### config.mk
export PLATFORM = sky130hd
export DESIGN_NAME = exe_mem_reg
export DESIGN_NICKNAME = d
export VERILOG_FILES = /design/src/rtl/arm_pkg.sv /design/src/rtl/status_reg.sv /design/src/rtl/exe_mem_reg.sv
export SDC_FILE = /design/constraint.sdc
export NUM_CORES = 1
export LEC_CHECK = 0
export BUFFER_PORTS_ARGS = -buffer_cell sky130_fd_sc_hd__buf_2
export CAP_MARGIN = 20
export CORE_UTILIZATION = 54
export DETAILED_ROUTE_END_ITERATION = 6
export GPL_TIMING_DRIVEN = 0
export PLACE_DENSITY = 0.8
export SLEW_MARGIN = 0
export SYNTH_ARGS = -nofsm -noshare
export SYNTH_HDL_FRONTEND = slang
export SYNTH_SLANG_ARGS = --single-unit
export TNS_END_PERCENT = 100
### constraint.sdc
create_clock -name clk -period 2.3 [get_ports clk]
set_input_delay 0.115 -clock clk [delete_from_list [all_inputs] [get_ports clk]]
set_output_delay 0.115 -clock clk [all_outputs]
set_load 0.02 [all_outputs]
### src/rtl/arm_pkg.sv
// Shared types and constants for the EXE/MEM pipeline boundary.
// Holds the status-flag layout, the pipeline entry record and the occupancy encoding.
package arm_pkg;

    localparam int ARM_DATA_W = 32;
    localparam int ARM_REG_W  = 4;

    // Bit positions inside the {Z,C,N,V} status nibble; SR_C is the ALU carry-in.
    localparam int SR_Z = 3;
    localparam int SR_C = 2;
    localparam int SR_N = 1;
    localparam int SR_V = 0;

    typedef struct packed {
        logic z;
        logic c;
        logic n;
        logic v;
    } status_t;

    typedef struct packed {
        logic [ARM_DATA_W-1:0] result;
        logic [ARM_DATA_W-1:0] store_val;
        logic [ARM_REG_W-1:0]  dest;
        logic                  wb_en;
        logic                  mem_r_en;
        logic                  mem_w_en;
    } exe_mem_t;

    // Encoded so that bit 0 is the main-entry valid and bit 1 the skid-entry valid.
    typedef enum logic [1:0] {
        OCC_EMPTY = 2'b00,
        OCC_ONE   = 2'b01,
        OCC_FULL  = 2'b11
    } occ_t;

endpackage

### src/rtl/status_reg.sv
// Architectural {Z,C,N,V} status register with synchronous reset and load enable.
// Feeds the committed flags back to the ALU.
module status_reg
    import arm_pkg::*;
(
    input  logic       clk,
    input  logic       rst,
    input  logic       i_load,
    input  logic [3:0] i_d,
    output logic [3:0] o_q
);

    status_t r_q;

    // NOTE: sequential state is always assigned with <= so every flop samples pre-edge values.
    always_ff @(posedge clk) begin
        if (rst) begin
            r_q <= '0;
        end else if (i_load) begin
            r_q <= status_t'(i_d);
        end
    end

    assign o_q = r_q;

endmodule

### src/rtl/exe_mem_reg.sv
// EXE->MEM pipeline register built as a 2-entry skid buffer, plus the committed status register.
// in_ready comes straight from a flop, so MEM backpressure never reaches EXE combinationally.
module exe_mem_reg
    import arm_pkg::*;
#(
    parameter int DATA_W = ARM_DATA_W,
    parameter int REG_W  = ARM_REG_W
) (
    input  logic              clk,
    input  logic              rst,
    input  logic              in_valid,
    output logic              in_ready,
    input  logic [DATA_W-1:0] in_alu_result,
    input  logic [3:0]        in_status,
    input  logic              in_s,
    input  logic [DATA_W-1:0] in_store_val,
    input  logic [REG_W-1:0]  in_dest,
    input  logic              in_wb_en,
    input  logic              in_mem_r_en,
    input  logic              in_mem_w_en,
    input  logic              flush,
    output logic              out_valid,
    input  logic              out_ready,
    output logic [DATA_W-1:0] out_alu_result,
    output logic [DATA_W-1:0] out_store_val,
    output logic [REG_W-1:0]  out_dest,
    output logic              out_wb_en,
    output logic              out_mem_r_en,
    output logic              out_mem_w_en,
    output logic [3:0]        sr
);

    occ_t     r_state;
    exe_mem_t r_main;
    exe_mem_t r_skid;

    logic     w_main_valid;
    logic     w_skid_valid;
    logic     w_acc;
    logic     w_pop;
    exe_mem_t w_in;

    assign w_main_valid = r_state[0];
    assign w_skid_valid = r_state[1];

    assign in_ready  = !w_skid_valid;
    assign out_valid = w_main_valid;

    assign w_acc = in_valid & in_ready & !flush;
    assign w_pop = w_main_valid & out_ready;

    assign w_in = '{
        result:    in_alu_result,
        store_val: in_store_val,
        dest:      in_dest,
        wb_en:     in_wb_en,
        mem_r_en:  in_mem_r_en,
        mem_w_en:  in_mem_w_en
    };

    always_ff @(posedge clk) begin
        if (rst) begin
            // NOTE: both entries are cleared, not just the valid bits, because out_* must read 0 after reset.
            r_state <= OCC_EMPTY;
            r_main  <= '0;
            r_skid  <= '0;
        end else if (flush) begin
            r_state <= OCC_EMPTY;
        end else begin
            unique case (r_state)
                OCC_EMPTY: begin
                    if (w_acc) begin
                        r_main  <= w_in;
                        r_state <= OCC_ONE;
                    end
                end
                OCC_ONE: begin
                    if (w_acc && w_pop) begin
                        r_main <= w_in;
                    end else if (w_acc) begin
                        r_skid  <= w_in;
                        r_state <= OCC_FULL;
                    end else if (w_pop) begin
                        r_state <= OCC_EMPTY;
                    end
                end
                OCC_FULL: begin
                    if (w_pop) begin
                        r_main  <= r_skid;
                        r_state <= OCC_ONE;
                    end
                end
                default: r_state <= OCC_EMPTY;
            endcase
        end
    end

    assign out_alu_result = r_main.result;
    assign out_store_val  = r_main.store_val;
    assign out_dest       = r_main.dest;
    assign out_wb_en      = r_main.wb_en;
    assign out_mem_r_en   = r_main.mem_r_en;
    assign out_mem_w_en   = r_main.mem_w_en;

    // Flags commit only with an accepted instruction, so a flushed input never touches sr.
    status_reg u_status_reg (
        .clk    (clk),
        .rst    (rst),
        .i_load (w_acc & in_s),
        .i_d    (in_status),
        .o_q    (sr)
    );

endmodule

Yosys cells after proc, flatten, opt, wreduce, memory -nomap -nowiden --
Index checks and enable logic that the tools add are counted.
Storage, ports and cells: output and inout port bits 77, logic and storage cells 49, register bits 148, input port bits 81
Operators by class: reduce and logical (&&, ||, !) cells 9, bitwise gates (word level) 6, equality and inequality tests 7, mux-type cells 10
Operators by type and width (count):
- 2-to-1 mux 71 bit | 3
- case mux 71 bit (3 select lines) | 1
- 2-to-1 mux 2 bit | 5
- != test 2 bit (second input constant) | 4
- AND reduction 4 bit | 2
- case mux 2 bit (3 select lines) | 1
- AND reduction 5 bit | 1
- AND 1 bit | 4
- != test 3 bit (second input constant) | 1
- nonzero test 3 bit | 1
- equality test 2 x 1 -> 1 bit (second input constant) | 1
- equality test 2 bit (second input constant) | 1
- logical NOT 1 bit | 2
- logical NOT 2 bit | 1
- inverter 1 bit | 2
- OR reduction 2 bit | 1
- logical AND 1 bit | 1

Depth between registers and ports, before layout --
depth after elaboration 6, depth in mapped cells 7, gate-level depth less buffers 5

Cells and area by module --
A second synthesis with hierarchy kept.
Second synthesis, totals: cells, all modules 737, area total of the unflattened synthesis 6900.4 µm²
Modules (own cells, without submodules):
- exe_mem_reg | times used 1, sequential area each 2882.8 µm², area an instance 6760.2 µm², cells an instance 724
- status_reg | times used 1, sequential area each 80.1 µm², area an instance 140.1 µm², cells an instance 13

Worst setup path after synthesis --
OpenSTA, ideal clock, no wires.
path kind reg-to-reg, start point register r_state[0], end point register r_main, in the netlist out_alu_result[0], clock period less this slack 1.857 ns, stages on the path, launching flop included 7, path slack 0.443 ns, data arrival time 1.736 ns, path buffers 2, required time 2.179 ns, library setup time 0.121 ns, path through dfxtp_1 -> ha_1 -> clkbuf_1 -> buf_2 -> mux2i_1 -> nor2_1 -> mux2_4
On the way: cells in the longest elaborated chain, start to end 4, elaborated cells between the ends (all ways) 11, those cells by class eq/ne (5); mux (1); bitwise (1); reduce/logical (4)
RTL lines:
- start, declared | RTL line exe_mem_reg.sv:33 | occ_t r_state;
- start signal, assigned | RTL line exe_mem_reg.sv:64 | r_state <= OCC_EMPTY;
- start signal, assigned | RTL line exe_mem_reg.sv:68 | r_state <= OCC_EMPTY;
- start signal, assigned | RTL line exe_mem_reg.sv:74 | r_state <= OCC_ONE;
- AND 1 bit | RTL line exe_mem_reg.sv:50 | assign w_pop = w_main_valid & out_ready;
- logical AND 1 bit | RTL line exe_mem_reg.sv:78 | if (w_acc && w_pop) begin
- != test 2 bit (no line)
- AND reduction 5 bit (no line)
- end signal, assigned | RTL line exe_mem_reg.sv:73 | r_main <= w_in;
- end signal, assigned | RTL line exe_mem_reg.sv:79 | r_main <= w_in;
- end signal, assigned | RTL line exe_mem_reg.sv:89 | r_main <= r_skid;
- end, declared | RTL line exe_mem_reg.sv:34 | exe_mem_t r_main;
Several ways; a longest one is shown, not always the timed one. A chain may end at the register's enable or synchronous reset.

Worst setup path after layout --
start point register r_state[1], end point register r_main, in the netlist out_alu_result[15]
On the way: cells in the longest elaborated chain, start to end 6, elaborated cells between the ends (all ways) 13, those cells by class eq/ne (5); mux (1); bitwise (2); reduce/logical (5)
RTL lines:
- logical NOT 1 bit | RTL line exe_mem_reg.sv:46 | assign in_ready = !w_skid_valid;
- AND 1 bit (2 in series) | RTL line exe_mem_reg.sv:49 | assign w_acc = in_valid & in_ready & !flush;
- logical AND 1 bit | RTL line exe_mem_reg.sv:78
- != test 2 bit (no line)
- AND reduction 5 bit (no line)
Several ways; a longest one is shown, not always the timed one.

==> metrics.md <==
| Metric | Value |
|---|---|
| Synthesis-to-finish area growth | `34.96%` |
| GRT busiest layer | `met2` |
| Min-delay worst type | `in -> reg` |
| TritonCTS Buffers | `17` |
| Num rows | `40` |
| Synthesized flop and latch total | `about 150` |
| Clk slew on worst S/H paths | `~0.06 ns` |
| CP Data Required Time | `2.61 ns` |
| GP Congestion | `0.7611` |
| Tcrit/Tclk final | `~92%` |
| CTS Buffer Depth | `2` |
| Max_cap viols | `0` |
| Clock sink count | `around 150` |
| Core area | `approximately 12000 sq um` |
| WL per Instance | `15.48 um` |
| Final TNS setup | `0 ns` |
| Worst-Skew Late Latency | `about 0.42 ns` |
| Largest net degree at the start of global routing | `17` |
| Critical path capture point type | `flop` |
| Cell variety after synth | `25` |
| Yosys top cell area share | `roughly 43%` |
| CTS tree | `yes` |
| Worst path arrival time | `2.43 ns` |
| Rel. slew slack | `59.15%` |
| Die span in x | `roughly 110 um` |
| Final Hold Fails | `0` |
| Crit start category | `flop` |
| Leading area contributor after synthesis | `dfxtp_1` |
| Fin. max-slew vios | `0` |
| Worst-margin pin slew | `0.6127 ns` |
| GR Util met1 | `32.76%` |
| CTS HTree Levels | `4` |
| Fmax | `approximately 0.47 GHz` |
| Syn Nets | `roughly 820` |
| Ranking of synthesized cells by area | `dfxtp_1 43%, mux2_4 15%, mux2i_1 11%` |
| Post-route minimum period | `around 2.1 ns` |
| Outcome | `completed` |
| Max Fanout on Critical Path | `10` |
| Fin cells | `around 1200` |
| Leakage power | `4.050 nW` |
| Overall Power | `~6.5 mW` |
| Routed Wire Length | `18060 um` |
| IO Count | `approximately 160` |
| Avg Inst Size Synth | `9.345 sq um` |
| Grt ovf | `0` |
| Warnings from Yosys | `0` |
| GR met2 Demand/Resource | `approximately half` |
| PD cells | `roughly 700 nW/um^2` |
| RSZ-0062 raised after global routing | `no` |
| Share of post-route cells with drive strength above 1 | `28.46%` |
| Synthesized area | `6878 sq um` |
| First-pass GRT wire length | `28730 um` |
| Vias in the first global route | `between 6000 and 7000` |
| Vias | `between 5000 and 6000` |
| Total GRT Usage | `between 20% and 30%` |
| Antenna-violating nets left | `0` |
| Vias/cell | `between 5 and 6` |
| Post-route core utilization | `76.01%` |
| Die H | `between 100 and 150 um` |
| Sequential share of the synthesized area | `between 40 and 50%` |
| DRT iter0 DRCs | `around 260` |
| Drc violations | `0` |
| Syn Inst Count | `about 740` |
| Die ar. | `roughly 13000 sq um` |
| CTS root buffer | `clkbuf_16` |
| DR pass1 iterations | `4` |
| # placed instances | `~1100` |
| Final-report setup violation count | `0` |
| Worst vdd ir | `around 0.72 mV` |
| M3 GR Usage | `7.169%` |
| Initial antenna violation count | `2` |
| Dpl hpwl | `~11000 um` |
| Port-buffer cells | `156` |
| Initial core utilization | `around 56%` |
| Crit Path Class | `reg -> reg` |
| Final net count | `~1100` |
| Fin Clk Skew | `0.008847 ns` |
==> metrics by stage <==
| stage | area (sq um) | setup slack (ns) | hold WS [ns] |
|---|---|---|---|
| floorplan | 6878 | 0.4430 | 0.2510 |
| global placement | 7869 | 0.09346 | 0.3510 |
| detailed placement | 7869 | 0.06849 | 0.3673 |
| CTS | 9279 | 0.03003 | 0.02164 |
| global route | 9283 | 0.06129 | 0.06921 |
| finish | 9283 | 0.1799 | 0.05031 |
==> area by class of cell <==
class | instances | area, sq um
diodes | 1 | 2.502
multi-input cells | 530 | 3630
fillers | 880 | 2929
repair buffers | 231 | 1531
flip-flops and latches | 148 | 2963
clock inverters | 10 | 175.2
plain buffers | 54 | 275.3
clock buffers | 22 | 484.2
inverters | 3 | 11.26
well taps | 168 | 210.2
==> flip-flops by register name, indices dropped and copies added (netlist names) <==
| signal | cells |
|---|---|
| out_alu_result | 32 |
| out_dest | 4 |
| out_mem_r_en | 1 |
| out_mem_w_en | 1 |
| out_store_val | 32 |
| out_wb_en | 1 |
| r_skid | 71 |
| r_state | 2 |
| u_status_reg.o_q | 4 |
==> what timing repair did <==
item,in CTS,in global routing
setup endpoints to repair,0,133
setup buffers,0,0
endpoints found under the hold margin,75,0
resized for setup,0,1
hold buffers,75,0
==> cells by family after synthesis <==
family,Yosys count,synth area share (%)
buffers and inverters,58,4.221
and+or+nand+nor,301,19.36
adders and majority gates,5,0.9096
AOI/OAI and AO/OA,75,5.658
DFF,148,43.08
muxes,148,26.65
xor gates and xnor gates,1,0.1274
==> cell usage after synthesis <==
cell	instances
xnor2_1	1
nand3_1	1
nor2b_1	71
or3_1	1
a21oi_1	71
mux2_2	1
and3_1	1
buf_2	16
mux2_4	70
nor2_1	77
nand2_1	146
clkbuf_1	30
o21ai_0	2
a2111o_1	1
mux2i_1	77
nor3b_1	1
dfxtp_1	148
a22oi_2	1
and2_1	1
ha_1	5
or3b_1	1
buf_1	2
inv_1	3
nand3_2	1
buf_6	7
==> worst max-delay path, stage by stage (launching register included) <==
cell and delay, ns:
dfxtp_1 0.46, ha_1 0.52, buf_2 0.40, mux2i_1 0.26
nor2_1 0.08, mux2_4 0.28
==> where the power goes <==
part           total [mW]  switching, mW  internal, mW  leakage [nW]
clock network        3.07           1.04          2.03         0.330
registers            2.69         0.0396          2.65          1.20
logic               0.777          0.392         0.385          2.52
==> cells in the final DEF, fill, tap and decap left out, types with 5 or more instances in the layout <==
| cell type | synthesis | final |
|---|---|---|
| buf_2 | 16 | 172 |
| dfxtp_1 | 148 | 148 |
| nand2_1 | 146 | 146 |
| mux2i_1 | 77 | 77 |
| nor2_1 | 77 | 77 |
| dlygate4sd3_1 | 0 | 75 |
| nor2b_1 | 71 | 71 |
| a21oi_1 | 71 | 71 |
| mux2_4 | 70 | 70 |
| clkbuf_1 | 30 | 30 |
| clkbuf_16 | 0 | 17 |
| buf_6 | 7 | 7 |
| ha_1 | 5 | 5 |
| bufinv_16 | 0 | 5 |
| clkinv_2 | 0 | 5 |
==> path summary, 6_finish.rpt <==
check / end / depth (start not counted) / startpoint / slack [ns]
min: r_state[0] / 3 / flush / 0.05
min reg2reg: r_skid[0] / 2 / r_skid[0] / 0.45
max reg2reg: out_alu_result[15] / 5 / r_state[1] / 0.18
max: out_alu_result[15] / 5 / r_state[1] / 0.18
==> per-layer routing <==
layer | routed length [um] | share of wire (%)
met1 | 7636 | 42
met2 | 9146 | 51
met3 | 993 | 5.5
met4 | 272 | 1.5
met5 | 11 | 0.061
Power figures use the tool's default switching activity.
